## src/rtl/rc4_pkg.sv

```systemverilog
// rc4_pkg: shared definitions for the RC4 key-scheduling and decode FSMs.
//   S_DEPTH    - number of entries in s_memory (256)
//   DATA_W     - s_memory data/address width (8)
//   KEY_BYTES  - secret-key length in bytes (3)
//   KEY_WIDTH  - secret-key width in bits (24)
//   ksa_state_t - symbolic state names, used for the debug state output
//   key_byte() - select key byte idx, byte 0 being the most significant byte
package rc4_pkg;

  localparam int S_DEPTH   = 256;
  localparam int DATA_W    = 8;
  localparam int ADDR_W    = 8;
  localparam int KEY_BYTES = 3;
  localparam int KEY_WIDTH = 24;

  // Number of states in the key-scheduling FSM; the RTL uses one bit per state.
  localparam int NUM_STATES = 13;

  // The enum value of each state is also its bit position in the one-hot
  // state register. ST_BAD is only ever reported for an unmapped encoding.
  typedef enum logic [3:0] {
    ST_IDLE   = 4'd0,
    ST_INIT   = 4'd1,
    ST_RD_I   = 4'd2,
    ST_WAIT_I = 4'd3,
    ST_LAT_I  = 4'd4,
    ST_CALC_J = 4'd5,
    ST_RD_J   = 4'd6,
    ST_WAIT_J = 4'd7,
    ST_LAT_J  = 4'd8,
    ST_WR_J   = 4'd9,
    ST_WR_I   = 4'd10,
    ST_NEXT   = 4'd11,
    ST_DONE   = 4'd12,
    ST_BAD    = 4'd15
  } ksa_state_t;

  // Byte idx of the key, MSB-first: idx 0 -> key[23:16].
  function automatic logic [7:0] key_byte(input logic [KEY_WIDTH-1:0] key,
                                          input logic [1:0]           idx);
    logic [KEY_WIDTH-1:0] shifted;
    shifted = key << (8 * int'(idx));
    return shifted[KEY_WIDTH-1 -: 8];
  endfunction

endpackage

```

## src/rtl/ksa_fsm_if.sv

```systemverilog
// ksa_fsm_if: s_memory port bundle (256x8 RAM with a two-cycle read latency).
//   address      - RAM address, driven by the master
//   data_out     - RAM write data, driven by the master
//   write_enable - write strobe; the write commits on the rising edge where it is 1
//   data_in      - RAM read data (q), driven by the memory
// Modports: master (the FSM side), slave (the memory side).
interface ksa_fsm_if;
  import rc4_pkg::*;

  logic [ADDR_W-1:0] address;
  logic [DATA_W-1:0] data_out;
  logic              write_enable;
  logic [DATA_W-1:0] data_in;

  modport master (
    output address,
    output data_out,
    output write_enable,
    input  data_in
  );

  modport slave (
    input  address,
    input  data_out,
    input  write_enable,
    output data_in
  );

endinterface

```

## src/rtl/ksa_fsm.sv

```systemverilog
// ksa_fsm: RC4 key-scheduling stage. Fills s_memory with the identity
// permutation (s[i] = i) and then runs the RC4 shuffle
// (j = j + s[i] + key[i mod KEY_BYTES]; swap s[i], s[j]).
//
// Ports:
//   clock      - system clock, rising edge
//   reset      - synchronous, active-high
//   start      - begin a schedule; only looked at in IDLE
//   secret_key - key, byte 0 = secret_key[KEY_WIDTH-1 -: 8]; must be held
//                stable from start until done (it is not latched)
//   done       - schedule complete, s_memory holds the permutation
//   state_dbg  - current state in symbolic form, for observation only
//   mem        - s_memory master port (address, data_out, write_enable, data_in)
//
// Handshake: start/done form a level handshake. A start seen high in IDLE
// launches one full schedule; done then stays high for as long as start is
// held high and falls in the cycle after start is seen low, returning to IDLE.
// A later start reruns the whole schedule from the identity fill.
//
// RAM timing: data_in carries the word addressed two cycles earlier, so each
// read is address, wait, latch. address/data_out/write_enable are decoded
// straight from the one-hot state bits and the datapath registers.
module ksa_fsm #(
  parameter int KEY_BYTES = rc4_pkg::KEY_BYTES,
  parameter int KEY_WIDTH = rc4_pkg::KEY_WIDTH
) (
  input  logic                   clock,
  input  logic                   reset,
  input  logic                   start,
  input  logic [KEY_WIDTH-1:0]   secret_key,
  output logic                   done,
  output rc4_pkg::ksa_state_t    state_dbg,
  ksa_fsm_if.master              mem
);
  import rc4_pkg::*;

  // One-hot state encodings; bit n is set for the state whose enum value is n.
  localparam logic [NUM_STATES-1:0] S_IDLE   = 13'd1 << ST_IDLE;
  localparam logic [NUM_STATES-1:0] S_INIT   = 13'd1 << ST_INIT;
  localparam logic [NUM_STATES-1:0] S_RD_I   = 13'd1 << ST_RD_I;
  localparam logic [NUM_STATES-1:0] S_WAIT_I = 13'd1 << ST_WAIT_I;
  localparam logic [NUM_STATES-1:0] S_LAT_I  = 13'd1 << ST_LAT_I;
  localparam logic [NUM_STATES-1:0] S_CALC_J = 13'd1 << ST_CALC_J;
  localparam logic [NUM_STATES-1:0] S_RD_J   = 13'd1 << ST_RD_J;
  localparam logic [NUM_STATES-1:0] S_WAIT_J = 13'd1 << ST_WAIT_J;
  localparam logic [NUM_STATES-1:0] S_LAT_J  = 13'd1 << ST_LAT_J;
  localparam logic [NUM_STATES-1:0] S_WR_J   = 13'd1 << ST_WR_J;
  localparam logic [NUM_STATES-1:0] S_WR_I   = 13'd1 << ST_WR_I;
  localparam logic [NUM_STATES-1:0] S_NEXT   = 13'd1 << ST_NEXT;
  localparam logic [NUM_STATES-1:0] S_DONE   = 13'd1 << ST_DONE;

  localparam logic [1:0] KEY_IDX_LAST = 2'(KEY_BYTES - 1);

  logic [NUM_STATES-1:0] state_q, state_d;
  logic [7:0]            i_q, i_d;
  logic [7:0]            j_q, j_d;
  logic [7:0]            si_q, si_d;
  logic [7:0]            sj_q, sj_d;
  logic [1:0]            key_idx_q, key_idx_d;

  // Current key byte, MSB-first. Shifting left by whole bytes keeps the
  // selected byte at the top so the slice index stays constant.
  logic [KEY_WIDTH-1:0]  key_sh;
  logic [7:0]            key_b;

  assign key_sh = secret_key << (8 * key_idx_q);
  assign key_b  = key_sh[KEY_WIDTH-1 -: 8];

  // ---------------------------------------------------------------------------
  // Next-state and datapath logic
  // ---------------------------------------------------------------------------
  always_comb begin
    state_d   = state_q;
    i_d       = i_q;
    j_d       = j_q;
    si_d      = si_q;
    sj_d      = sj_q;
    key_idx_d = key_idx_q;

    case (state_q)
      S_IDLE: begin
        if (start) begin
          state_d = S_INIT;
          i_d     = 8'd0;
        end
      end

      // Identity fill: one write per cycle; i wraps from 255 back to 0,
      // which is exactly the starting index of the shuffle.
      S_INIT: begin
        i_d = i_q + 8'd1;
        if (i_q == 8'hFF) begin
          state_d   = S_RD_I;
          j_d       = 8'd0;
          key_idx_d = 2'd0;
        end
      end

      S_RD_I:   state_d = S_WAIT_I;
      S_WAIT_I: state_d = S_LAT_I;

      S_LAT_I: begin
        si_d    = mem.data_in;
        state_d = S_CALC_J;
      end

      S_CALC_J: begin
        j_d     = j_q + si_q + key_b;
        state_d = S_RD_J;
      end

      S_RD_J:   state_d = S_WAIT_J;
      S_WAIT_J: state_d = S_LAT_J;

      S_LAT_J: begin
        sj_d    = mem.data_in;
        state_d = S_WR_J;
      end

      // When i == j both writes land on the same word; WR_I writes sj_q,
      // which was read from that word, so the swap degenerates to a no-op.
      S_WR_J: state_d = S_WR_I;
      S_WR_I: state_d = S_NEXT;

      S_NEXT: begin
        if (i_q == 8'hFF) begin
          state_d = S_DONE;
        end else begin
          i_d       = i_q + 8'd1;
          key_idx_d = (key_idx_q == KEY_IDX_LAST) ? 2'd0 : key_idx_q + 2'd1;
          state_d   = S_RD_I;
        end
      end

      S_DONE: begin
        if (!start) state_d = S_IDLE;
      end

      // Any unmapped encoding (including all-zero) recovers to IDLE.
      default: state_d = S_IDLE;
    endcase
  end

  // ---------------------------------------------------------------------------
  // State and datapath registers
  // ---------------------------------------------------------------------------
  always_ff @(posedge clock) begin
    if (reset) begin
      state_q   <= S_IDLE;
      i_q       <= 8'd0;
      j_q       <= 8'd0;
      si_q      <= 8'd0;
      sj_q      <= 8'd0;
      key_idx_q <= 2'd0;
    end else begin
      state_q   <= state_d;
      i_q       <= i_d;
      j_q       <= j_d;
      si_q      <= si_d;
      sj_q      <= sj_d;
      key_idx_q <= key_idx_d;
    end
  end

  // ---------------------------------------------------------------------------
  // Outputs, decoded from individual state bits
  // ---------------------------------------------------------------------------
  logic       addr_is_i;
  logic       addr_is_j;
  logic [7:0] address_c;
  logic [7:0] data_out_c;
  logic       write_enable_c;

  assign addr_is_i = state_q[ST_INIT] | state_q[ST_RD_I] |
                     state_q[ST_WAIT_I] | state_q[ST_WR_I];
  assign addr_is_j = state_q[ST_RD_J] | state_q[ST_WAIT_J] | state_q[ST_WR_J];

  always_comb begin
    address_c = 8'd0;
    if (addr_is_i) begin
      address_c = i_q;
    end else if (addr_is_j) begin
      address_c = j_q;
    end
  end

  always_comb begin
    data_out_c = 8'd0;
    if (state_q[ST_INIT]) begin
      data_out_c = i_q;
    end else if (state_q[ST_WR_J]) begin
      data_out_c = si_q;
    end else if (state_q[ST_WR_I]) begin
      data_out_c = sj_q;
    end
  end

  assign write_enable_c = state_q[ST_INIT] | state_q[ST_WR_J] | state_q[ST_WR_I];

  assign mem.address      = address_c;
  assign mem.data_out     = data_out_c;
  assign mem.write_enable = write_enable_c;
  assign done             = state_q[ST_DONE];

  // ---------------------------------------------------------------------------
  // Symbolic state for observation
  // ---------------------------------------------------------------------------
  always_comb begin
    state_dbg = ST_BAD;
    case (state_q)
      S_IDLE:   state_dbg = ST_IDLE;
      S_INIT:   state_dbg = ST_INIT;
      S_RD_I:   state_dbg = ST_RD_I;
      S_WAIT_I: state_dbg = ST_WAIT_I;
      S_LAT_I:  state_dbg = ST_LAT_I;
      S_CALC_J: state_dbg = ST_CALC_J;
      S_RD_J:   state_dbg = ST_RD_J;
      S_WAIT_J: state_dbg = ST_WAIT_J;
      S_LAT_J:  state_dbg = ST_LAT_J;
      S_WR_J:   state_dbg = ST_WR_J;
      S_WR_I:   state_dbg = ST_WR_I;
      S_NEXT:   state_dbg = ST_NEXT;
      S_DONE:   state_dbg = ST_DONE;
      default:  state_dbg = ST_BAD;
    endcase
  end

endmodule

```

## src/flat_wrapper.sv

```systemverilog
// flat-port wrapper written by rule: the top's interface ports become plain ports
module ksa_fsm_flat import rc4_pkg::*;
#(
  parameter int KEY_BYTES = rc4_pkg::KEY_BYTES,
  parameter int KEY_WIDTH = rc4_pkg::KEY_WIDTH
)
  (clock, reset, start, secret_key, done, state_dbg, mem_address, mem_data_out, mem_write_enable, mem_data_in);
  ksa_fsm_if mem_i ();
  input  logic clock;
  input  logic reset;
  input  logic start;
  input  logic [KEY_WIDTH-1:0] secret_key;
  output logic done;
  output rc4_pkg::ksa_state_t state_dbg;
  output wire logic [$bits(mem_i.address)-1:0] mem_address;
  output wire logic [$bits(mem_i.data_out)-1:0] mem_data_out;
  output wire logic [$bits(mem_i.write_enable)-1:0] mem_write_enable;
  input wire logic [$bits(mem_i.data_in)-1:0] mem_data_in;
  assign mem_address = mem_i.address;
  assign mem_data_out = mem_i.data_out;
  assign mem_write_enable = mem_i.write_enable;
  assign mem_i.data_in = mem_data_in;
  ksa_fsm #(.KEY_BYTES(KEY_BYTES), .KEY_WIDTH(KEY_WIDTH)) u_core (.clock(clock), .reset(reset), .start(start), .secret_key(secret_key), .done(done), .state_dbg(state_dbg), .mem(mem_i));
endmodule
```

## config.mk

```make
export PLATFORM = sky130hd
export DESIGN_NAME = ksa_fsm_flat
export DESIGN_NICKNAME = d
export VERILOG_FILES = /design/src/rtl/rc4_pkg.sv /design/src/rtl/ksa_fsm_if.sv /design/src/rtl/ksa_fsm.sv /design/src/flat_wrapper.sv
export SDC_FILE = /design/constraint.sdc
export NUM_CORES = 1
export LEC_CHECK = 0
export CORE_MARGIN = 2
export CORE_UTILIZATION = 57
export CTS_CLUSTER_SIZE = 10
export DETAILED_ROUTE_END_ITERATION = 12
export PLACE_DENSITY = 0.85
export SKIP_CTS_REPAIR_TIMING = 1
export SLEW_MARGIN = 40
export SYNTH_ARGS = -nofsm -noshare
export SYNTH_HDL_FRONTEND = slang
export SYNTH_SLANG_ARGS = --single-unit
```

## constraint.sdc

```tcl
create_clock -name clock -period 8.3 [get_ports clock]
set_clock_uncertainty 0.2 [all_clocks]
set_input_delay 1.66 -clock clock [delete_from_list [all_inputs] [get_ports clock]]
set_output_delay 1.66 -clock clock [all_outputs]
set_load 0.03 [all_outputs]
```

-- Word-level counts from Yosys, hierarchy flattened
Cells that the tools add are included.
- input port bits: 35
- latch bits: 0
- bits in read-only memories: 0
- logic and storage cells: 64
- bits in writable memories: 0
- output and inout port bits: 22
- register bits: 47
- memories: 0
- add/subtract/negate cells: 4
- divide/modulo/power cells: 0
- multipliers: 0
- shift-type cells: 1
- order comparisons: 0
- multiplexer cells: 20
- reduce and logical (&&, ||, !) cells: 7
- equal/unequal tests: 19
- bitwise logic cells: 7
- operators by type and width (operator ; count):
    one-hot mux 13 bit (13 select lines) ; 1
    two-way mux 8 bit ; 8
    two-way mux 13 bit ; 4
    one-hot mux 4 bit (13 select lines) ; 1
    one-hot mux 8 bit (3 select lines) ; 1
    << shifter 24 x 5 -> 24 bit ; 1
    adder 8 bit ; 2
    one-hot mux 8 bit (2 select lines) ; 1
    == test 13 x 1 -> 1 bit, second input constant ; 1
    == test 13 x 10 -> 1 bit, second input constant ; 1
    == test 13 x 11 -> 1 bit, second input constant ; 1
    == test 13 x 12 -> 1 bit, second input constant ; 1
    == test 13 bit, second input constant ; 1
    == test 13 x 2 -> 1 bit, second input constant ; 1
    == test 13 x 3 -> 1 bit, second input constant ; 1
    == test 13 x 4 -> 1 bit, second input constant ; 1
    == test 13 x 5 -> 1 bit, second input constant ; 1
    == test 13 x 6 -> 1 bit, second input constant ; 1
    == test 13 x 7 -> 1 bit, second input constant ; 1
    == test 13 x 8 -> 1 bit, second input constant ; 1
    == test 13 x 9 -> 1 bit, second input constant ; 1
    AND reduction 3 bit ; 3
    adder 8 x 1 -> 8 bit, second input constant ; 1
    == test 8 bit, second input constant ; 1
    other kinds (10) ; 21

-- Longest topological paths before layout
Gate-level depths: netlist of the first run.
- word-level depth: 4
- gate-level depth with buffers: 14
- gate-level depth less buffers: 13

-- Least setup slack after synthesis of the first run
No wires, ideal clock.
- path type: flip-flop to output port
- start: register u_core.state_q[12]
- end: output state_dbg[0]
- arrival time: 2.410 ns
- cell stages (with the launch flop): 7
- path buffers: 1
- required time: 6.440 ns
- path slack: 4.030 ns
- cell sequence: dfxtp_1 > or4_1 > clkbuf_1 > nor2_1 > o21ai_0 > a31oi_1 > nand4_1
- cells in the longest elaborated chain, start to end: 2
- elaborated cells on any way between the ends: 14
- those cells by class: 13 x eq/ne; 1 x mux
- RTL lines (what ; RTL line ; source):
    from (decl) ; ksa_fsm.sv:54 ; logic [NUM_STATES-1:0] state_q, state_d;
    from (signal assigned) ; ksa_fsm.sv:156 ; state_q <= state_d;
    == test 13 bit, or another cell as far along ; ksa_fsm.sv:210 ; case (state_q)
    one-hot mux 4 bit (13 select lines) * ; ksa_fsm.sv:210 ;
    to (decl) ; flat_wrapper.sv:14 ; output rc4_pkg::ksa_state_t state_dbg;
Every way passes the cells marked *; elsewhere a longest branch is shown, timed or not.

-- Final worst setup path of the first run
- start: register u_core.state_q[9]
- end: output state_dbg[1]
The elaborated chain is that of the path after synthesis.

==> results of run 1 <==
[final cells by class]
class                   instances  area, µm²
multi-input cells             277       1960
clock inverters                 3       22.5
well taps                      70       87.6
inverters                       9       33.8
flip-flops and latches         47        942
clock buffers                   5       68.8
repair buffers                 57        568
fillers                       426       1430
[flip-flops by register name, indices dropped and copies added, names as in the netlist]
| signal | cells |
|---|---|
| u_core.state_q | 13 |
| u_core.j_q | 8 |
| u_core.i_q | 8 |
| u_core.key_idx_q | 2 |
| u_core.si_q | 8 |
| u_core.sj_q | 8 |
[stage by stage]
| step | worst slack (ns) | area [µm²] | std cells |
|---|---|---|---|
| after detailed placement | 3.54 | 3590 | 460 |
| after global placement | 3.65 | 3590 | 460 |
| after CTS | 3.43 | 3680 | 468 |
| after floorplan | 4.03 | 3020 | 353 |
| final | 3.42 | 3680 | 468 |
| after global routing | 3.21 | 3680 | 468 |
[power by group through the flow]
stage | Sequential (mW) | Clock, mW | Combinational [mW]
5_1_grt | 0.248 | 0.155 | 0.180
3_3_place_gp | 0.250 | 0 | 0.166
3_5_place_dp | 0.251 | 0 | 0.167
2_1_floorplan | 0.239 | 0 | 0.118
6_report | 0.246 | 0.143 | 0.168
4_1_cts | 0.246 | 0.144 | 0.167
[tightest hold or removal path, stage by stage, from the launching register on]
cell,delay [ns]
sky130_fd_sc_hd__dfxtp_1,0.34
sky130_fd_sc_hd__mux2i_1,0.06
sky130_fd_sc_hd__nor2_1,0.07
[cells in the mapped netlist (3+ instances only)]
library cell	count	area [µm²]
sky130_fd_sc_hd__dfxtp_1	47	941
sky130_fd_sc_hd__nor2_1	43	161
sky130_fd_sc_hd__nand2_1	33	124
sky130_fd_sc_hd__mux2i_1	24	240
sky130_fd_sc_hd__o21ai_0	20	100
sky130_fd_sc_hd__a21oi_1	18	90.1
sky130_fd_sc_hd__xnor2_1	15	131
sky130_fd_sc_hd__a22o_1	14	123
sky130_fd_sc_hd__clkbuf_1	11	41.3
sky130_fd_sc_hd__inv_1	9	33.8
sky130_fd_sc_hd__nor4_1	9	56.3
sky130_fd_sc_hd__fa_1	8	160
sky130_fd_sc_hd__nand3_1	8	40.0
sky130_fd_sc_hd__ha_1	7	87.6
sky130_fd_sc_hd__and2_1	6	37.5
sky130_fd_sc_hd__and3_1	6	37.5
sky130_fd_sc_hd__buf_2	6	30.0
sky130_fd_sc_hd__nand4_1	5	31.3
sky130_fd_sc_hd__nor3_1	5	25.0
sky130_fd_sc_hd__a22oi_1	3	22.5
sky130_fd_sc_hd__and4_1	3	26.3
sky130_fd_sc_hd__nor2b_1	3	18.8
sky130_fd_sc_hd__nor3b_1	3	22.5
sky130_fd_sc_hd__nor4b_1	3	26.3
sky130_fd_sc_hd__or4_1	3	22.5
sky130_fd_sc_hd__xor2_1	3	26.3
[per-layer routing]
| metal | vias up | share of wire (%) |
|---|---|---|
| met5 | - | 0 |
| met4 | 0 | 1.5 |
| met3 | 14 | 6.7 |
| met2 | 129 | 45 |
| met1 | 1313 | 47 |
| li1 | 1356 | - |
[cells by family (layout without fill, tap and decap cells)]
group | Yosys count | in the layout | share of synthesized area [%]
and+or+nand+nor | 145 | 145 | 26.3
AOI/OAI and AO/OA | 75 | 75 | 17.0
DFF | 47 | 47 | 31.2
buffers and inverters | 29 | 74 | 4.11
muxes | 24 | 24 | 7.96
xor gates and xnor gates | 18 | 18 | 5.23
adders and majority gates | 15 | 15 | 8.21
[worst paths after layout]
check                    to  slack [ns]                 from
min          u_core.sj_q[0]        0.30       u_core.sj_q[0]
min reg2reg  u_core.sj_q[0]        0.30       u_core.sj_q[0]
max reg2reg   u_core.j_q[7]        4.60  u_core.key_idx_q[0]
max            state_dbg[1]        3.42    u_core.state_q[9]
==> impl.org, run 1 <==
** Run status
- The run finished with clean final reports.

** Global routing
- met2 is the most crowded layer.
- Vias in the first global route :: approximately 2,600
- The first global-routing pass estimated approximately 13,000 µm of wire.
- For met3 alone, demand over resource in global routing was between 4 and 5%.
- Global routing consumed, over all layers together, approximately 28% of the routing resources.
- Global routing consumed, on the met1 layer, between 30% and 40% of the routing resources.
- Overall overflow remaining after global route :: 0
- The initial antenna violation count came to 0.
- Pin count of the biggest net entering global routing :: 28
- Global-route track usage on met2 :: 42.3%

** Synth
- Yosys mapped the design onto 55 distinct sky130hd cell types.
- Synthesized area per cell :: between 8 and 9 µm²
- After synthesis, the share of flip-flops with an asynchronous set or reset is 0%.
- Synthesis Warnings :: 0
- Post-synthesis cell count :: roughly 350
- The most used flip-flop cell after synthesis is sky130_fd_sc_hd__dfxtp_1.
- For this run, the register share of the synthesized area comes to between 30% and 40%.
- Counting every net in the synthesized netlist gives 403.
- After synthesis the netlist holds a flip-flop and latch count of 47.
- Count of flip-flops with a built-in enable after synthesis :: 0
- The mapped netlist covers roughly 3000 µm².

** Worst setup path
- In this run the number of cells on the critical path is 7.
- Slowest-stage cell, CP :: sky130_fd_sc_hd__nor4_1
- Top cell family by delay on the critical path :: simple AND/OR/NAND/NOR gates
- Arrival time of data at the critical path endpoint :: about 3.0 ns
- Data required time of the worst path :: around 6.4 ns
- Buf+Inv Stages, Crit Path :: 1
- CP Class :: flip-flop to primary output
- Worst Reg2Reg Path Length in Cells :: 13
- STA classifies the critical path endpoint as a primary output.
- Traced cell by cell, the critical path runs through nor4_1 -> nand2_1 -> nor2_1 -> o21ai_0 -> a31oi_1 -> o211ai_1 -> clkdlybuf4s50_1.
- Startpoint type of the worst setup path :: flip-flop
- Max FO, Critical Path :: 16
- On the worst path, the slowest cell contributes a delay of approximately 0.62 ns.

** Clock tree
- Number of levels the H-tree was split into :: 2
- TritonCTS built the clock tree.
- After clock tree synthesis, the clock-pin slew on the worst setup and hold paths is 0.10 ns.
- Clock tree synthesis selected as its root buffer the cell sky130_fd_sc_hd__clkbuf_8.
- Clk Latency, worst-skew pair :: ~0.3 ns
- In this run, CTS created clock tree buffers numbering 5.
- Number of sinks on the clock net :: 47
- Largest buffer count on any clock path :: 2

** Timing
- The worst pin sits at a relative slew slack of a little under half.
- Worst-Margin Slew :: slightly above 0.8 ns
- Total Negative Setup Slacks :: 0 ns
- The count of final max-slew check failures was 0.
- Based on the critical path, the design can be clocked at up to approximately 200 MHz.
- Final Hold Viols :: 0
- Final worst-path cycle share :: 58.8%
- Final hold analysis gives a worst-case slack of 0.304 ns.
- Min Clock Period, post-route :: just under 5 ns
- RSZ-0062 raised after global routing :: no
- Setup Viol. Count Final :: 0

** Routing
- 1st-iter DRT viols :: 235
- Residual DRC :: 0
- In this run the remaining antenna-violating nets after routing total 0.
- Detailed routing inserted a total of about 2,800 vias.
- Total wire length after detailed routing :: around 7800 µm
- Detailed-route wire length per cell :: around 17 µm
- DR vias/cell :: 6.01
- Number of iterations in the first detailed-routing pass :: 5

** Layout
- Number of nets in the final layout :: roughly 450
- The repair_antennas step left the layout with diodes totalling 0.
- Relative to the synthesized area, the layout overhead comes to 22.0%.
- Final standard cell utilization of the core :: between 70% and 80%
- Highest-count cells in the layout ignoring fill and taps :: sky130_fd_sc_hd__clkdlybuf4s50_1, sky130_fd_sc_hd__dfxtp_1, sky130_fd_sc_hd__nor2_1
- Fraction of layout cells with a size suffix above 1 :: under 10%
- Most common library cell in the layout ignoring fill and taps :: sky130_fd_sc_hd__clkdlybuf4s50_1

** Floorplanning
- between 50 and 60 I/O pins were placed.
- After floorplanning, the core was sized to cover ~5000 µm².
- From left edge to right edge, the die measures approximately 77 µm.
- In this run the vertical extent of the chip is approximately 77 µm.
- For this configuration, the core starts out at a cell density of 59.1%.
- The floorplan step defined a die boundary enclosing 5890 µm².
- In this run the core area contains 26 standard-cell rows.

** Placement
- Final weighted congestion in routability-driven placement :: 0.970
- Number of buffer cells added on primary ports :: 56
- Summed over all nets, the half-perimeter wirelength after detailed placement is about 6200 µm.

** Power
- Clock power frac :: between 20% and 30%
- In this run the power spent charging and discharging nets is 0.191 mW.
- Share of total power in combinational logic :: between 30% and 40%
- Net switching is 34.4% of the power.
- Sequential Power Share :: about 44%
- Static leakage :: about 1.3 nW
- In this run the power density over the cells is around 150 nW/µm².
- IR analysis of the VDD net gives a maximum drop of around 110 µV.
- The internal portion of the total power is ~0.37 mW.
- The design draws roughly 0.56 mW.

** Min path
- Hold Path Depth :: 2
- In this run the worst hold path is classified as flip-flop to flip-flop.

** Run
- Max-cap violations in this run came to 0.
(Power assumes the default switching activity.)
==> run 2: changes to the inputs <==
Settings changed: CORE_UTILIZATION 57 to 53, PLACE_DENSITY 0.85 to 0.8.
Clock period 8.3 ns to 4.5 ns, I/O delays scaled along.
==> run 2 against run 1 <==
Via count is 0.11% higher. Register-to-register slack worse by 3.7 ns. Final cell count is 1.3% higher. Total power is 100% higher. Critical path type unchanged. Core utilization is 3.8 points lower. Sequential power is 86% higher.
==> impl.org, run 2 (synthesis gave the netlist of run 1 again) <==
** Run status
- Run status :: finished clean

** Placement
- In this run, placement finished with an instance count of 466.
- Buffers placed on the I/O ports in this run total 56.
- DPL Wire Length :: around 6200 µm
- Final weighted congestion in routability-driven placement :: approximately 0.95
- Once placement finished, the instance area stood at about 3600 µm².

** Timing
- Hold Slack :: between 0.2 and 0.3 ns
- Worst-Margin Slew :: roughly 0.83 ns
- The count of final max-slew check failures came to 0.
- Min Clock Period, post-route :: between 4 and 5 ns
- For this run, the top clock speed supported by timing is between 200 and 250 MHz.
- Max-slew headroom :: 44.8%
- The hold violation count in the final report was 0.
- Total Negative Setup Slacks :: 0 ns
- Setup repair after global routing left no endpoint under its margin.
- Setup violations remaining at the end of the flow were counted as 0.
- Final worst-path cycle share :: slightly above 90%

** Layout
- The library cell used most frequently in the layout, excluding fill and tap cells, is sky130_fd_sc_hd__clkdlybuf4s50_1.
- In the final layout, the share of cells above drive strength 1 is roughly 7.0%.
- Counting flops per register, the top entry is u_core.state_q.
- In the layout the commonest cells are sky130_fd_sc_hd__clkdlybuf4s50_1, sky130_fd_sc_hd__dfxtp_1, sky130_fd_sc_hd__nor2_1.
- Flip-flop count of the largest register after layout :: 13
- Final standard cell utilization of the core :: between 60 and 70%
- Syn-to-layout area delta :: 24.6%
- Non-filler instance count after layout :: between 400 and 500
- After the last flow step, the layout net total stands at approximately 450.
- Layout Cell Area excl Fill :: between 3000 and 4000 µm²
- Number of antenna cells inserted :: 0

** Power
- The analysis attributes to cell leakage a power of around 1.4 nW.
- IR analysis of the VDD net gives a maximum drop of approximately 180 µV.
- Total power density per cell area :: 302 nW/µm²

** Floorplanning
- The floorplan step defined a core boundary enclosing around 5500 µm².
- From bottom edge to top edge, the die measures about 79 µm.
- Die ar. :: about 6300 µm²
- Std-Cell Rows :: 27
- Die extent in x :: 79.4 µm
- For this design the top-level I/O count stands at 57.
- The initial utilization of the core area, before any placement, comes to between 50% and 60%.

** Clock tree
- Largest buffer count on any clock path :: 2
- The H-tree was split into 2 levels.
- CTS clock-pin slew for the worst setup and hold paths :: 0.08 ns
- TritonCTS built the clock tree.
- Clock tree synthesis found a total of between 40 and 50 sinks.
- Clock root buffer :: sky130_fd_sc_hd__clkbuf_8
- The number of clock buffers added by TritonCTS is 5.
- Clk Latency, worst-skew pair :: approximately 0.29 ns

** Routing
- In the routed layout, each cell is associated on average with a via count of a little under 6.
- Remaining antenna violation count :: 0
- Number of iterations in the first detailed-routing pass :: 5
- Detailed-route wire length per cell :: around 17 µm
- 1st-iter DRT viols :: between 200 and 250
- The final layout contains routed wiring with a total length of approximately 8000 µm.
- Vias after detailed routing :: 2,815
- After detailed routing, the number of remaining DRC violations is 0.

** Global routing
- Total global-route track usage :: 26.3%
- For this run the aggregate overflow at the end of global routing stands at 0.
- Vias in the first global route :: 2,576
- The first global-routing pass estimated approximately 13,000 µm of wire.
- Pin count of the biggest net entering global routing :: 28
- The initial antenna violation count was 0.

** Worst setup path
- Arrival time of data at the critical path endpoint :: between 3 and 4 ns
- Data required time of the worst path :: 3.40 ns
- CP Class :: flip-flop to primary output
- The worst setup path is launched from a flip-flop.
- Max FO, Critical Path :: 16
- STA classifies the critical path endpoint as a primary output.

** Run
- Across the run, the number of max-cap violations was 0.

** Min path
- In this run the worst hold path is classified as flip-flop to flip-flop.
==> run 2: cell count changes in the layout (fill, tap and decap cells not counted) <==
cell / previous run / this run
sky130_fd_sc_hd__clkbuf_1: 0 / 1
sky130_fd_sc_hd__inv_6: 2 / 0
sky130_fd_sc_hd__nor3_2: 0 / 1
sky130_fd_sc_hd__buf_4: 1 / 5
sky130_fd_sc_hd__nor3_1: 5 / 4
sky130_fd_sc_hd__bufinv_16: 0 / 2
sky130_fd_sc_hd__clkinv_2: 1 / 0
==> run 2: worst max-delay path, stage by stage, from the launching register on <==
cell	delay, ns
sky130_fd_sc_hd__dfxtp_1	0.51
sky130_fd_sc_hd__or4_1	0.75
sky130_fd_sc_hd__nor3_1	0.40
sky130_fd_sc_hd__and4_1	0.26
sky130_fd_sc_hd__a21oi_1	0.05
sky130_fd_sc_hd__o211ai_1	0.10
sky130_fd_sc_hd__clkdlybuf4s50_1	0.69
==> run 2: per-stage QoR <==
step	worst slack [ns]	power (mW)
finish	0.338	1.14
global route	0.254	1.19
CTS	0.361	1.14
detailed placement	0.559	0.783
global placement	0.637	0.778
floorplan	0.990	0.659
==> run 2: layout make-up <==
type,count,area [µm²]
multi-input combinational,277,1960
timing repair buffer,61,598
tap,72,90.1
sequential,47,942
inverter,9,33.8
clock inverter,2,60.1
clock buffer,6,72.6
fill,474,1750
==> run 2: worst paths after layout <==
kind,slack [ns],start,depth (start not counted),end
worst max-delay path,0.34,u_core.state_q[9],6,state_dbg[1]
worst min-delay path,0.29,u_core.sj_q[7],2,u_core.sj_q[7]
worst max register to register,0.86,u_core.key_idx_q[0],13,u_core.j_q[7]
worst min register to register,0.29,u_core.sj_q[7],2,u_core.sj_q[7]
==> run 2: report_power, final <==
| part | internal [mW] | switching [mW] |
|---|---|---|
| clock network | 0.222 | 0.139 |
| logic | 0.143 | 0.176 |
| registers | 0.425 | 0.0318 |
| total | 0.790 | 0.346 |
==> run 2: layer usage <==
| layer | share of wire, % | GRT usage, % | up-vias | routed length, µm |
|---|---|---|---|---|
| li1 | - | - | 1366 | - |
| met1 | 46 | 38.6 | 1325 | 3720 |
| met2 | 46 | 40.1 | 112 | 3670 |
| met3 | 6.1 | 3.73 | 12 | 489 |
| met4 | 1.6 | 7.93 | 0 | 132 |
| met5 | 0 | 0 | - | 0 |
==> run 3: changes to the inputs <==
Settings changed: GPL_ROUTABILITY_DRIVEN set to 0.
Clock period 4.5 ns to 3.9 ns, I/O delays scaled along.
==> run 3 against run 2 <==
Total power increased by 7.4%. Routed wire length is 1.4% higher. Count of clock-buffer cells in the layout stayed put. Register-to-register slack lost 0.44 ns. Critical path depth up 7. Combinational power grew 20%.
==> impl.org, run 3 (synthesis gave the netlist of run 1 again) <==
** Run status
- The flow ran to the end, and the final reports show no timing, DRC or antenna violations.

** Worst setup path
- The critical path is of the input pin to flip-flop type.
- The critical path goes through clkdlybuf4s50_1 -> mux2i_1 -> o21ai_0 -> fa_1 -> ha_1 -> inv_1 -> fa_1 -> nor2b_1 -> o31ai_1 -> a21oi_1 -> xnor2_1 -> or4_1 -> nand3_1.
- Data arrives at the worst endpoint at ~3.6 ns.
- Cell with the most instances on the worst path :: sky130_fd_sc_hd__fa_1
- Along the worst path, the maximum fanout reaches 2.
- STA classifies the critical path endpoint as a flip-flop.
- Startpoint type of the worst setup path :: input pin
- In this design, the stage delay of the slowest critical-path cell is approximately 0.50 ns.
- Data required time of the worst path :: roughly 4.0 ns
- For this design, the slowest cell found on the critical path is sky130_fd_sc_hd__fa_1.

** Power
- VDD sags by at most ~210 µV.
- Total power density per cell area :: about 320 nW/µm²
- The analysis attributes to cell leakage a power of 1.39 nW.

** Floorplanning
- Die ar. :: 6310 µm²
- The floorplan step set the die height to a little under 80 µm.
- Placeable Area :: 5510 µm²
- In this run the horizontal extent of the chip is a little under 80 µm.
- Starting density of the core :: between 50% and 60%
- 57 I/O pins were placed.
- Std-Cell Rows :: 27

** Layout
- Syn-to-layout area delta :: 25.5%
- Once layout is done, the placed cells without fillers occupy 3790 µm².
- Number of antenna cells inserted :: 0
- Of the cells placed in the final design, the portion with a size suffix greater than 1 is a little under a tenth.
- Flip-flop count of the largest register after layout :: 13
- Leaving out fill and tap cells, the most frequent cells in the layout are sky130_fd_sc_hd__clkdlybuf4s50_1, sky130_fd_sc_hd__dfxtp_1, sky130_fd_sc_hd__nor2_1.
- For this run, the post-layout net count is between 400 and 500.
- At the end of the flow the core is filled with cells to approximately 70%.
- Most common library cell in the layout ignoring fill and taps :: sky130_fd_sc_hd__clkdlybuf4s50_1
- Register with the most flip-flops :: u_core.state_q

** Routing
- The first routing iteration left ~280 violations.
- Vias after detailed routing :: 2,884
- The first detailed-routing pass took 5 iterations.
- Wires add up to a little over 8000 µm.
- DR vias/cell :: approximately 6.0
- Residual DRC :: 0
- Dividing the detail-routed wire length by the instance count gives 16.9 µm.
- Remaining antenna violation count :: 0

** Clock tree
- TritonCTS built the clock tree.
- Clock tree synthesis selected as its root buffer the cell sky130_fd_sc_hd__clkbuf_8.
- Largest buffer count on any clock path :: 2
- Number of levels the H-tree was split into :: 2
- Number of buffers created by CTS :: 5
- After clock tree synthesis, the clock-pin slew on the worst setup and hold paths is around 0.090 ns.
- Clk Latency, worst-skew pair :: a little over 0.3 ns
- Clock tree synthesis found a total of 47 sinks.

** Timing
- Pins over their slew limit :: 0
- Setup violations remaining at the end of the flow were counted as 0.
- Max Clock Freq :: 279 MHz
- Min Clock Period, post-route :: 3.58 ns
- Measured against its own limit, the worst slew margin works out to between 60% and 70%.
- Setup repair after global routing left no endpoint under its margin.
- Final Hold Viols :: 0
- Total Negative Setup Slacks :: 0 ns
- Final hold analysis gives a worst-case slack of ~0.30 ns.
- Of the available clock period, the critical path in the final layout requires 91.7%.
- Worst-Margin Slew :: between 0.5 and 0.6 ns

** Placement
- In this run the cell area measured after placement is approximately 3700 µm².
- The wire-length estimate of the detail-placed layout is 6340 µm.
- Number of buffer cells added on primary ports :: 56

** Global routing
- Total global-route track usage :: a little over a quarter
- The first global-routing pass estimated approximately 13,000 µm of wire.
- Overall overflow remaining after global route :: 0
- Initial antenna violation count :: 0
- Pin count of the biggest net entering global routing :: 22
- The number of global-route vias before repair came to between 2,000 and 3,000.

** Run
- MaxCap Viol Count :: 0

** Min path
- Hold WC Path Type :: flip-flop to flip-flop
## run 3: cell count changes in the layout (fill, tap and decap cells not counted), moves of 2 or more
cell,delta
sky130_fd_sc_hd__buf_4,+6
sky130_fd_sc_hd__bufinv_16,-2
sky130_fd_sc_hd__clkdlybuf4s50_1,-2
sky130_fd_sc_hd__dlymetal6s2s_1,+2
## run 3: power by group
| part | switching (mW) | leakage (nW) | internal [mW] | total (mW) |
|---|---|---|---|---|
| clock | 0.177 | 0.0474 | 0.145 | 0.322 |
| combinational | 0.218 | 0.960 | 0.165 | 0.383 |
| sequential | 0.0252 | 0.379 | 0.490 | 0.515 |
| total | 0.420 | 1.39 | 0.799 | 1.22 |
## run 3: metrics by stage
step	instances	worst slack [ns]	power (mW)
floorplan	353	0.510	0.760
global placement	472	0.174	0.897
detailed placement	472	0.0402	0.903
CTS	480	0.0494	1.22
global route	480	0.0704	1.27
finish	480	0.322	1.22
## run 3: critical path: cells and delay by family
family | cells | cell delay, ns
xor gates and xnor gates | 1 | 0.10
muxes | 1 | 0.11
buffers and inverters | 2 | 0.46
adders and majority gates | 3 | 1.09
AOI/OAI and AO/OA | 3 | 0.39
and+or+nand+nor | 3 | 0.70
## run 3: routing by layer
layer | vias to the layer above | wire length (µm) | track usage, %
li1 | 1384 | - | -
met2 | 119 | 3760 | 42.4
met5 | - | 0 | 0
met1 | 1367 | 3730 | 35.6
met3 | 14 | 500 | 5.32
met4 | 0 | 133 | 8.28
## run 3: path summary, 6_finish.rpt
path	start	endpoint	slack [ns]	depth (start not counted)
worst min-delay path	u_core.sj_q[1]	u_core.sj_q[1]	0.30	2
worst min register to register	u_core.sj_q[1]	u_core.sj_q[1]	0.30	2
worst max-delay path	secret_key[17]	u_core.j_q[7]	0.32	13
worst max register to register	u_core.key_idx_q[0]	u_core.j_q[7]	0.42	13
## run 3: cell type report
type	instances	area, µm²
multi-input cells	277	1980
fillers	448	1720
repair buffers	67	648
well taps	72	90.1
inverters	9	33.8
flip-flops and latches	47	941
clock inverters	2	16.3
clock buffers	6	82.6
